## src/rtl/pipe_stall_ctrl_pkg.sv

```systemverilog
// Shared constants and types for the pipeline stall controller.
// Holds the stall encodings, the divider FSM states and a counter-width helper.
package pipe_stall_ctrl_pkg;

    localparam logic Stop   = 1'b1;
    localparam logic NoStop = 1'b0;

    // Bit map: [0]=PC [1]=IF [2]=ID [3]=EX [4]=MEM [5]=WB
    localparam logic [5:0] StallNone = {6{NoStop}};
    localparam logic [5:0] StallId   = {{3{NoStop}}, {3{Stop}}};
    localparam logic [5:0] StallEx   = {{2{NoStop}}, {4{Stop}}};
    localparam logic [5:0] StallMem  = {NoStop, {5{Stop}}};

    typedef enum logic [1:0] {
        StIdle,
        StDivWait,
        StDivAbort
    } div_state_e;

    // Width able to hold max_val, never narrower than one bit.
    function automatic int unsigned cnt_width(input int unsigned max_val);
        if (max_val < 1) begin
            return 1;
        end
        return $clog2(max_val + 1);
    endfunction

endpackage

```

## src/rtl/pipe_stall_ctrl_wait_cnt.sv

```systemverilog
// Data-memory wait-state counter: each access is held for WAIT cycles,
// then gets one free cycle in which it advances.
module pipe_stall_ctrl_wait_cnt
    import pipe_stall_ctrl_pkg::*;
#(
    parameter int unsigned WAIT = 2
) (
    input  logic clk,
    input  logic rst,
    input  logic req,
    output logic busy
);

    if (WAIT == 0) begin : g_no_wait
        logic unused_inputs;
        assign unused_inputs = ^{clk, rst, req};
        assign busy = 1'b0;
    end else begin : g_wait
        localparam int unsigned CntW = cnt_width(WAIT);

        logic [CntW-1:0] cnt_q, cnt_d;
        logic            last_q, last_d;

        assign busy = (cnt_q != '0) | (req & (cnt_q == '0) & ~last_q);

        always_comb begin
            cnt_d  = cnt_q;
            last_d = 1'b0;
            if (last_q) begin
                // Free cycle: the access advances, no stall.
                cnt_d = '0;
            end else if (cnt_q != '0) begin
                cnt_d  = cnt_q - CntW'(1);
                last_d = (cnt_q == CntW'(1));
            end else if (req) begin
                cnt_d  = CntW'(WAIT - 1);
                last_d = (WAIT == 1);
            end
        end

        always_ff @(posedge clk) begin
            if (rst) begin
                cnt_q  <= '0;
                last_q <= 1'b0;
            end else begin
                cnt_q  <= cnt_d;
                last_q <= last_d;
            end
        end
    end

endmodule

```

## src/rtl/pipe_stall_ctrl.sv

```systemverilog
// Central stall controller: merges load-use, divider and data-memory wait
// stall sources into the per-stage stall vector (priority MEM > EX > ID).
module pipe_stall_ctrl
    import pipe_stall_ctrl_pkg::*;
#(
    parameter int unsigned DMEM_WAIT   = 2,
    parameter int unsigned DIV_TIMEOUT = 64
) (
    input  logic       clk,
    input  logic       rst,
    input  logic       stallreq_id,
    input  logic       ex_div_op,
    input  logic       div_done,
    input  logic       mem_access,
    output logic       div_start,
    output logic       div_ack,
    output logic       div_cancel,
    output logic       div_err,
    output logic [5:0] stall
);

    localparam int unsigned ToW = cnt_width(DIV_TIMEOUT);
    localparam logic [ToW-1:0] ToLast = ToW'(DIV_TIMEOUT - 1);

    logic mem_stall;
    logic ex_stall;
    logic start_raw, ack_raw, cancel_raw;

    div_state_e     state_q, state_d;
    logic [ToW-1:0] to_cnt_q, to_cnt_d;
    logic           div_err_q, div_err_d;

    pipe_stall_ctrl_wait_cnt #(
        .WAIT (DMEM_WAIT)
    ) u_wait_cnt (
        .clk  (clk),
        .rst  (rst),
        .req  (mem_access),
        .busy (mem_stall)
    );

    // to_cnt numbers the cycles of a division with the start cycle as 0.
    always_comb begin
        state_d    = state_q;
        to_cnt_d   = to_cnt_q;
        div_err_d  = div_err_q;
        ex_stall   = 1'b0;
        start_raw  = 1'b0;
        ack_raw    = 1'b0;
        cancel_raw = 1'b0;
        unique case (state_q)
            StIdle: begin
                to_cnt_d = '0;
                if (ex_div_op && !mem_stall) begin
                    start_raw = 1'b1;
                    ex_stall  = 1'b1;
                    to_cnt_d  = ToW'(1);
                    state_d   = StDivWait;
                end
            end
            StDivWait: begin
                if (div_done && !mem_stall) begin
                    ack_raw  = 1'b1;
                    to_cnt_d = '0;
                    state_d  = StIdle;
                end else begin
                    ex_stall = 1'b1;
                    if (!div_done && to_cnt_q == ToLast) begin
                        cancel_raw = 1'b1;
                        div_err_d  = 1'b1;
                        to_cnt_d   = '0;
                        state_d    = StDivAbort;
                    end else if (to_cnt_q < ToLast) begin
                        to_cnt_d = to_cnt_q + ToW'(1);
                    end
                end
            end
            StDivAbort: begin
                // Let the faulting div drain out of EX without restarting it.
                if (!mem_stall) begin
                    state_d = StIdle;
                end
            end
            default: begin
                state_d = StIdle;
            end
        endcase
    end

    always_ff @(posedge clk) begin
        if (rst) begin
            state_q   <= StIdle;
            to_cnt_q  <= '0;
            div_err_q <= 1'b0;
        end else begin
            state_q   <= state_d;
            to_cnt_q  <= to_cnt_d;
            div_err_q <= div_err_d;
        end
    end

    always_comb begin
        stall = StallNone;
        if (!rst) begin
            if (mem_stall) begin
                stall = StallMem;
            end else if (ex_stall) begin
                stall = StallEx;
            end else if (stallreq_id) begin
                stall = StallId;
            end
        end
    end

    assign div_start  = start_raw & ~rst;
    assign div_ack    = ack_raw & ~rst;
    assign div_cancel = cancel_raw & ~rst;
    assign div_err    = div_err_q;

endmodule
```

## config.mk

```make
export PLATFORM = sky130hd
export DESIGN_NAME = pipe_stall_ctrl
export DESIGN_NICKNAME = d
export VERILOG_FILES = /design/src/rtl/pipe_stall_ctrl_pkg.sv /design/src/rtl/pipe_stall_ctrl_wait_cnt.sv /design/src/rtl/pipe_stall_ctrl.sv
export SDC_FILE = /design/constraint.sdc
export NUM_CORES = 1
export LEC_CHECK = 0
export ABC_AREA = 1
export ABC_CLOCK_PERIOD_IN_PS = 2200
export CAP_MARGIN = 20
export CORE_MARGIN = 2
export CORE_UTILIZATION = 40
export DETAILED_ROUTE_END_ITERATION = 12
export PLACE_DENSITY = 0.74
export SYNTH_ARGS = -nofsm -noshare
export SYNTH_HDL_FRONTEND = slang
export SYNTH_SLANG_ARGS = --single-unit
```

## constraint.sdc

```tcl
create_clock -name clk -period 2.2 [get_ports clk]
set_input_delay 0.66 -clock clk [delete_from_list [all_inputs] [get_ports clk]]
set_output_delay 0.66 -clock clk [all_outputs]
set_load 0.05 [all_outputs]
```

==> reports/metrics.yaml, run 1 <==
status: "complete, but fails checks"
violations: "setup timing"
post-place-ws_ns: -0.5902
finClkSkew_ns: 0.003738
p_comb_share_pct: 37.5
via_per_inst: 5.017
holdPathStages: 1
drtIter0Drc: 22
maxCapViolCount: 0
path_cells: "buf_6 -> nand2_8 -> and3_4 -> nand3_4 -> nand2_2 -> nor2_2 -> a21oi_4 -> buf_12"
hold_end: "div_err"
syn_area_um2: 884.6
fp.dieH_um: 51.03
post-route-period-util_pct: 104.2
n_antenna_cell: 0
ys_seq_area_share_pct: 29.42
synth_fp_nets: 129
synth_fa_ha_area_share_pct: 1.414
cts_max_path_buffers: 2
p_switching_mw: 0.2568
min_path_type: "register to register"
synth-seq-cells: 13
p_int_mw: 0.4243
power_density_nw_per_um2: 503.1
numCtsBuffers: 3
crit_path_max_incr_delay_ns: 0.25
synth.distinct_cells: 34
netlist_instances: 122
r2r_start: "to_cnt_q[1]"
fmax_mhz: 436.4
clk_latency_ns: 0.30
port_buffers: 14
slew_viol_final: 0
antenna_left: 0
holdWs_ns: 0.4648
grt_start_max_net_pins: 10
fillers: 176
p_leak_nw: 0.5513
peakVddDrop_mv: 0.5135
drive_above_1_share_pct: 46.31
synthXorXnorAreaFrac_pct: 0
place_congestion: 0.8527
ff2ff_path_depth: 9
synth_top_family_by_area: "simple AND/OR/NAND/NOR gates"
start_kind: "primary input"
core_area_um2: 2148
antenna_found_initial: 0
io_pins: 16
grt_setup_unrepaired: "true"
end_kind: "output pin"
wl_per_cell_um: 13.04
r2r_end: "to_cnt_q[6]"
hold_violations: 0
clkTransAtPathRegs_ns: 0.08
cp_max_fo: 4
cts_tree: "yes"
area_growth_pct: 53.04
synth.mux.area_fraction_pct: 0
track_usage_pct: 20.33
ctsRootBufferMaster: "clkbuf_4"
avgSynthCellArea_um2: 7.251
layout.cells.most_common: "nand2_1"
drc: 0
die-area_um2: 2604
swShare_pct: 37.70
worstHoldStart: "div_err"
synth_area_leaders: "dfxtp_1 29%, nand2_1 8.9%, nand3_1 6.8%, nor2_1 5.5%, nand2_4 5.1%"
synth_top_area_share_pct: 29.42
clkPwrFrac_pct: 23.7
ff_latch_area_um2: 264.0
fp.dieW_um: 51.03
num_vias: 888
first_pass_iters: 4
multi_input_area_um2: 640.6
cp.arrival_ns: 1.63
grt_pass1_wl_mm: 3.836
critical_path_class: "primary input to output pin"
worstPathRequired_ns: 1.54
p_seq_share_pct: 38.7
grt_pass1_vias: 883
crit_slowest_cell: "a21oi_4"
cts_sinks: 13
final.min_clock_period_ns: 2.292
fin_ws_ns: -0.09151
grt_overflow: 0
synth-compound-area-share_pct: 8.062
yosysTopAreaCell: "dfxtp_1"
hpwlAfterDp_mm: 1.643
nets: 157
routed_wl_mm: 2.308
layout_common_cells: "19 x nand2_1, 12 x buf_4, 11 x nor2_1, 10 x nand3_1, 10 x dfxtp_1"
ys_warn_count: 0
synthSimpleGateAreaFrac_pct: 49.36
h-tree-depth: 1
rows: 17
setup_violations: 5
start_util_pct: 41.18
reg2reg_slack_ns: 0.75
[per-layer routing]
layer  part of all wire (%)  wire [um]  GRT usage, %  vias to the layer above
li1                       -          -             -                      445
met1                     43       1001         24.18                      416
met2                     51       1174         34.42                       20
met3                    3.4         78         4.386                        7
met4                    2.3         53         9.910                        0
met5                      0          0             0                        -
[area by class of cell]
class	count	share of cell area, %
repair buffers	27	23.29
flip-flops and latches	13	19.50
well taps	28	2.588
clock buffers	4	1.941
multi-input cells	91	47.32
inverters	14	5.360
[worst max-delay path by stage]
stage | start | endpoint | slack, ns | depth (start not counted)
global placement | mem_access | stall[0] | -0.57 | 8
detailed placement | mem_access | stall[1] | -0.59 | 8
floorplan | mem_access | stall[3] | -0.25 | 3
finish | mem_access | stall[1] | -0.09 | 8
CTS | to_cnt_q[1] | div_cancel | -0.13 | 6
global route | mem_access | stall[1] | -0.13 | 8
[per-stage QoR]
| stage | instance area, um2 | util (%) | total power [mW] | setup TNS [ns] | instances |
|---|---|---|---|---|---|
| after floorplan | 944.7 | - | 0.4241 | -0.6443 | 122 |
| after global placement | 1221 | 56.84 | 0.4984 | -3.512 | 167 |
| after detailed placement | 1221 | 56.84 | 0.5035 | -3.650 | 167 |
| after CTS | 1336 | 62.20 | 0.6785 | -0.3807 | 176 |
| after global routing | 1354 | 63.02 | 0.7145 | -0.5849 | 177 |
| final | 1354 | 63.02 | 0.6811 | -0.3793 | 177 |
[cell families after synthesis]
logic type	count (synthesis)
buf+inv	18
simple gates	76
other cells	1
compound gates	13
fa+ha+maj	1
flops	13
[cell usage after synthesis, drive strengths merged]
master / count
nand2: 30
bufinv: 1
a21oi: 7
nor2: 21
or2: 1
conb: 1
ha: 1
buf: 4
o21ai: 3
inv: 10
and2: 1
nor3: 4
dfxtp: 13
nor4: 1
o211ai: 1
and3: 1
a31oi: 1
clkinv: 3
nand3: 14
nand4: 3
a21o: 1
[worst max-delay path: cells and delay by family]
family	cells	cell delay [ns]
buffers and inverters	2	0.29
AO/OA/AOI/OAI	1	0.25
AND/OR/NAND/NOR	5	0.44
[power by group through the flow]
stage          Combinational, mW  Sequential, mW  Clock (mW)
5_1_grt                    0.271           0.265       0.178
6_report                   0.256           0.264       0.162
2_1_floorplan              0.162           0.262           0
4_1_cts                    0.248           0.262       0.168
3_3_place_gp               0.234           0.264           0
3_5_place_dp               0.239           0.265           0
[sequential cells by signal (all words and copies together) (netlist names)]
signal                    flops
state_q                       2
u_wait_cnt.g_wait.last_q      1
to_cnt_q                      7
u_wait_cnt.g_wait.cnt_q       2
div_err                       1
[timing repair]
| action | in CTS | in global routing |
|---|---|---|
| hold buffers | 0 | 0 |
| gates resized for setup | 25 | 2 |
| endpoints found under the setup margin | 8 | 5 |
| setup buffers | 5 | 1 |
| gates cloned | 0 | 0 |
| pin swaps | 9 | 1 |
(Power assumes the default switching activity.)
==> inputs of run 2 (changes only) <==
CORE_UTILIZATION = 38   (was 40)
PLACE_DENSITY = 0.71   (was 0.74)
==> run 2 against run 1 <==
The flow still finishes with violations (setup timing). Largest power group unchanged. Largest cell class unchanged. Combinational power about the same. Routed wire length down 5.6%. Setup slack better by 0.0091 ns. Clock power down 4%. Critical path depth unchanged. Die area up 4.9%. Worst hold slack worse by 0.0026 ns. Global-route usage down 1.5 points. Sequential cell count unchanged.
==> reports/metrics.yaml, run 2 (synthesis results as in run 1) <==
finClkSkew_ns: 0.001760  # -0.001978 ns
num_vias: 893  # +0.56%
drtIter0Drc: 22  # unchanged
regMostFlops: "to_cnt_q"
reg_top3: "to_cnt_q (7), state_q (2), u_wait_cnt.g_wait.cnt_q (2)"
critical_path_class: "primary input to output pin"
grt_pass1_vias: 910  # +3.1%
placedCellCount: 167  # unchanged
layout_common_cells: "19 x nand2_1, 11 x nor2_1, 11 x buf_4, 10 x nand3_1, 10 x dfxtp_1"
area_growth_pct: 50.50
grt_setup_unrepaired: "true"
fp.dieW_um: 52.25  # +2.4%
fin_ws_ns: -0.08236  # +0.009147 ns
fin_area_um2: 1331  # -1.7%
port_buffers: 14  # unchanged
layout.cells.most_common: "nand2_1"
cp.arrival_ns: 1.62  # about the same
worstPathRequired_ns: 1.54  # about the same
antenna_left: 0  # unchanged
final_cells: 176  # -0.56%
multi_input_area_um2: 629.4  # -1.8%
holdWs_ns: 0.4622  # -0.002611 ns
hold_violations: 0  # unchanged
hpwlAfterDp_mm: 1.579  # -3.9%
grt_start_max_net_pins: 10  # unchanged
place_congestion: 0.8833  # +3.6%
peakVddDrop_mv: 0.3446  # -33%
die-area_um2: 2730  # +4.9%
start_util_pct: 39.99  # -1.2 points
post-place-ws_ns: -0.5879  # +0.002216 ns
first_pass_iters: 4  # unchanged
fillers: 198  # +13%
nets: 156  # -0.64%
cts_max_path_buffers: 2  # unchanged
final.min_clock_period_ns: 2.282  # -0.009147 ns
via_per_inst: 5.074  # +1.1%
numCtsBuffers: 3  # unchanged
min_path_type: "register to register"
core_area_um2: 2212  # +3.0%
fp.dieH_um: 52.25  # +2.4%
ctsRootBufferMaster: "clkbuf_4"
cts_tree: "yes"
routed_wl_mm: 2.179  # -5.6%
grt_overflow: 0  # unchanged
ff_latch_area_um2: 264.0  # unchanged
setup_violations: 4  # -1
clk_latency_ns: 0.28  # -0.02 ns
antenna_found_initial: 0  # unchanged
cts_hold_buffers: 0  # unchanged
power_density_nw_per_um2: 505.4  # +0.46%
clkTransAtPathRegs_ns: 0.08  # about the same
h-tree-depth: 1  # unchanged
rows: 17  # unchanged
violations: "setup timing"
cts_sinks: 13  # unchanged
drc: 0  # unchanged
drive_above_1_share_pct: 46.62  # +0.31 points
status: "complete, but fails checks"
p_leak_nw: 0.5421  # -1.7%
slew_viol_final: 0  # unchanged
io_pins: 16  # unchanged
cp_max_fo: 4  # unchanged
start_kind: "primary input"
track_usage_pct: 18.82  # -1.5 points
wl_per_cell_um: 12.38  # -5.1%
largest_reg_flops: 7  # unchanged
post-route-period-util_pct: 103.7  # -0.42 points
fmax_mhz: 438.1  # +0.40%
grt_pass1_wl_mm: 3.815  # -0.55%
end_kind: "output pin"
dpl-instance-area_um2: 1221  # unchanged
post-route-util_pct: 60.18  # -2.8 points
n_antenna_cell: 0  # unchanged
maxCapViolCount: 0  # unchanged
run 2: cell types whose count changed in the layout (fill, tap and decap cells not counted):
cell / previous run / this run
clkbuf_2: 0 / 1
a31oi_1: 0 / 1
a31oi_2: 1 / 0
dlygate4sd2_1: 2 / 1
inv_1: 7 / 6
buf_4: 12 / 11
inv_2: 3 / 4
nor2_4: 4 / 3
nor2_2: 6 / 7
run 2: critical path, stage by stage:
cell and delay (ns):
buf_6 0.11, nand2_8 0.06, and3_4 0.19, nand3_4 0.08, nand2_2 0.07, nor2_2 0.04, a21oi_4 0.23, buf_12 0.17
run 2: final cells by class:
class                      count  area share [%]
inverter                      14           5.451
clock buffer                   4           1.974
tap                           28           2.632
multi-input combinational     91           47.27
timing repair buffer          26           22.84
sequential                    13           19.83
run 2: what timing repair did:
item | CTS | global route
gates resized for setup | 21 | 7
setup endpoints to repair | 8 | 8
pin swaps | 8 | 4
hold endpoints to repair | 0 | 0
buffers inserted | 4 | 1
run 2: metal layers:
layer  GRT usage, %  up-vias  routed length, um
li1               -      451                  -
met4          6.410        0                 33
met3          3.429        5                 76
met1          25.40      413                967
met2          30.17       24               1102
met5              0        -                  0
run 2: power breakdown:
part	switching (mW)	internal, mW
Clock	0.0842	0.0705
Combinational	0.149	0.105
Sequential	0.0146	0.249
run 2: per-stage QoR:
step	power, mW	TNS (ns)
after floorplan	0.4241	-0.6443
after global placement	0.5004	-3.554
after detailed placement	0.5033	-3.619
after CTS	0.6687	-0.3506
after global routing	0.7065	-0.5146
final	0.6728	-0.2498
run 2: worst paths after layout:
path | from | endpoint | slack [ns] | cells past startpoint
max reg2reg | to_cnt_q[0] | to_cnt_q[6] | 0.74 | 9
min reg2reg | div_err | div_err | 0.46 | 1
min | div_err | div_err | 0.46 | 1
max | mem_access | stall[0] | -0.08 | 8
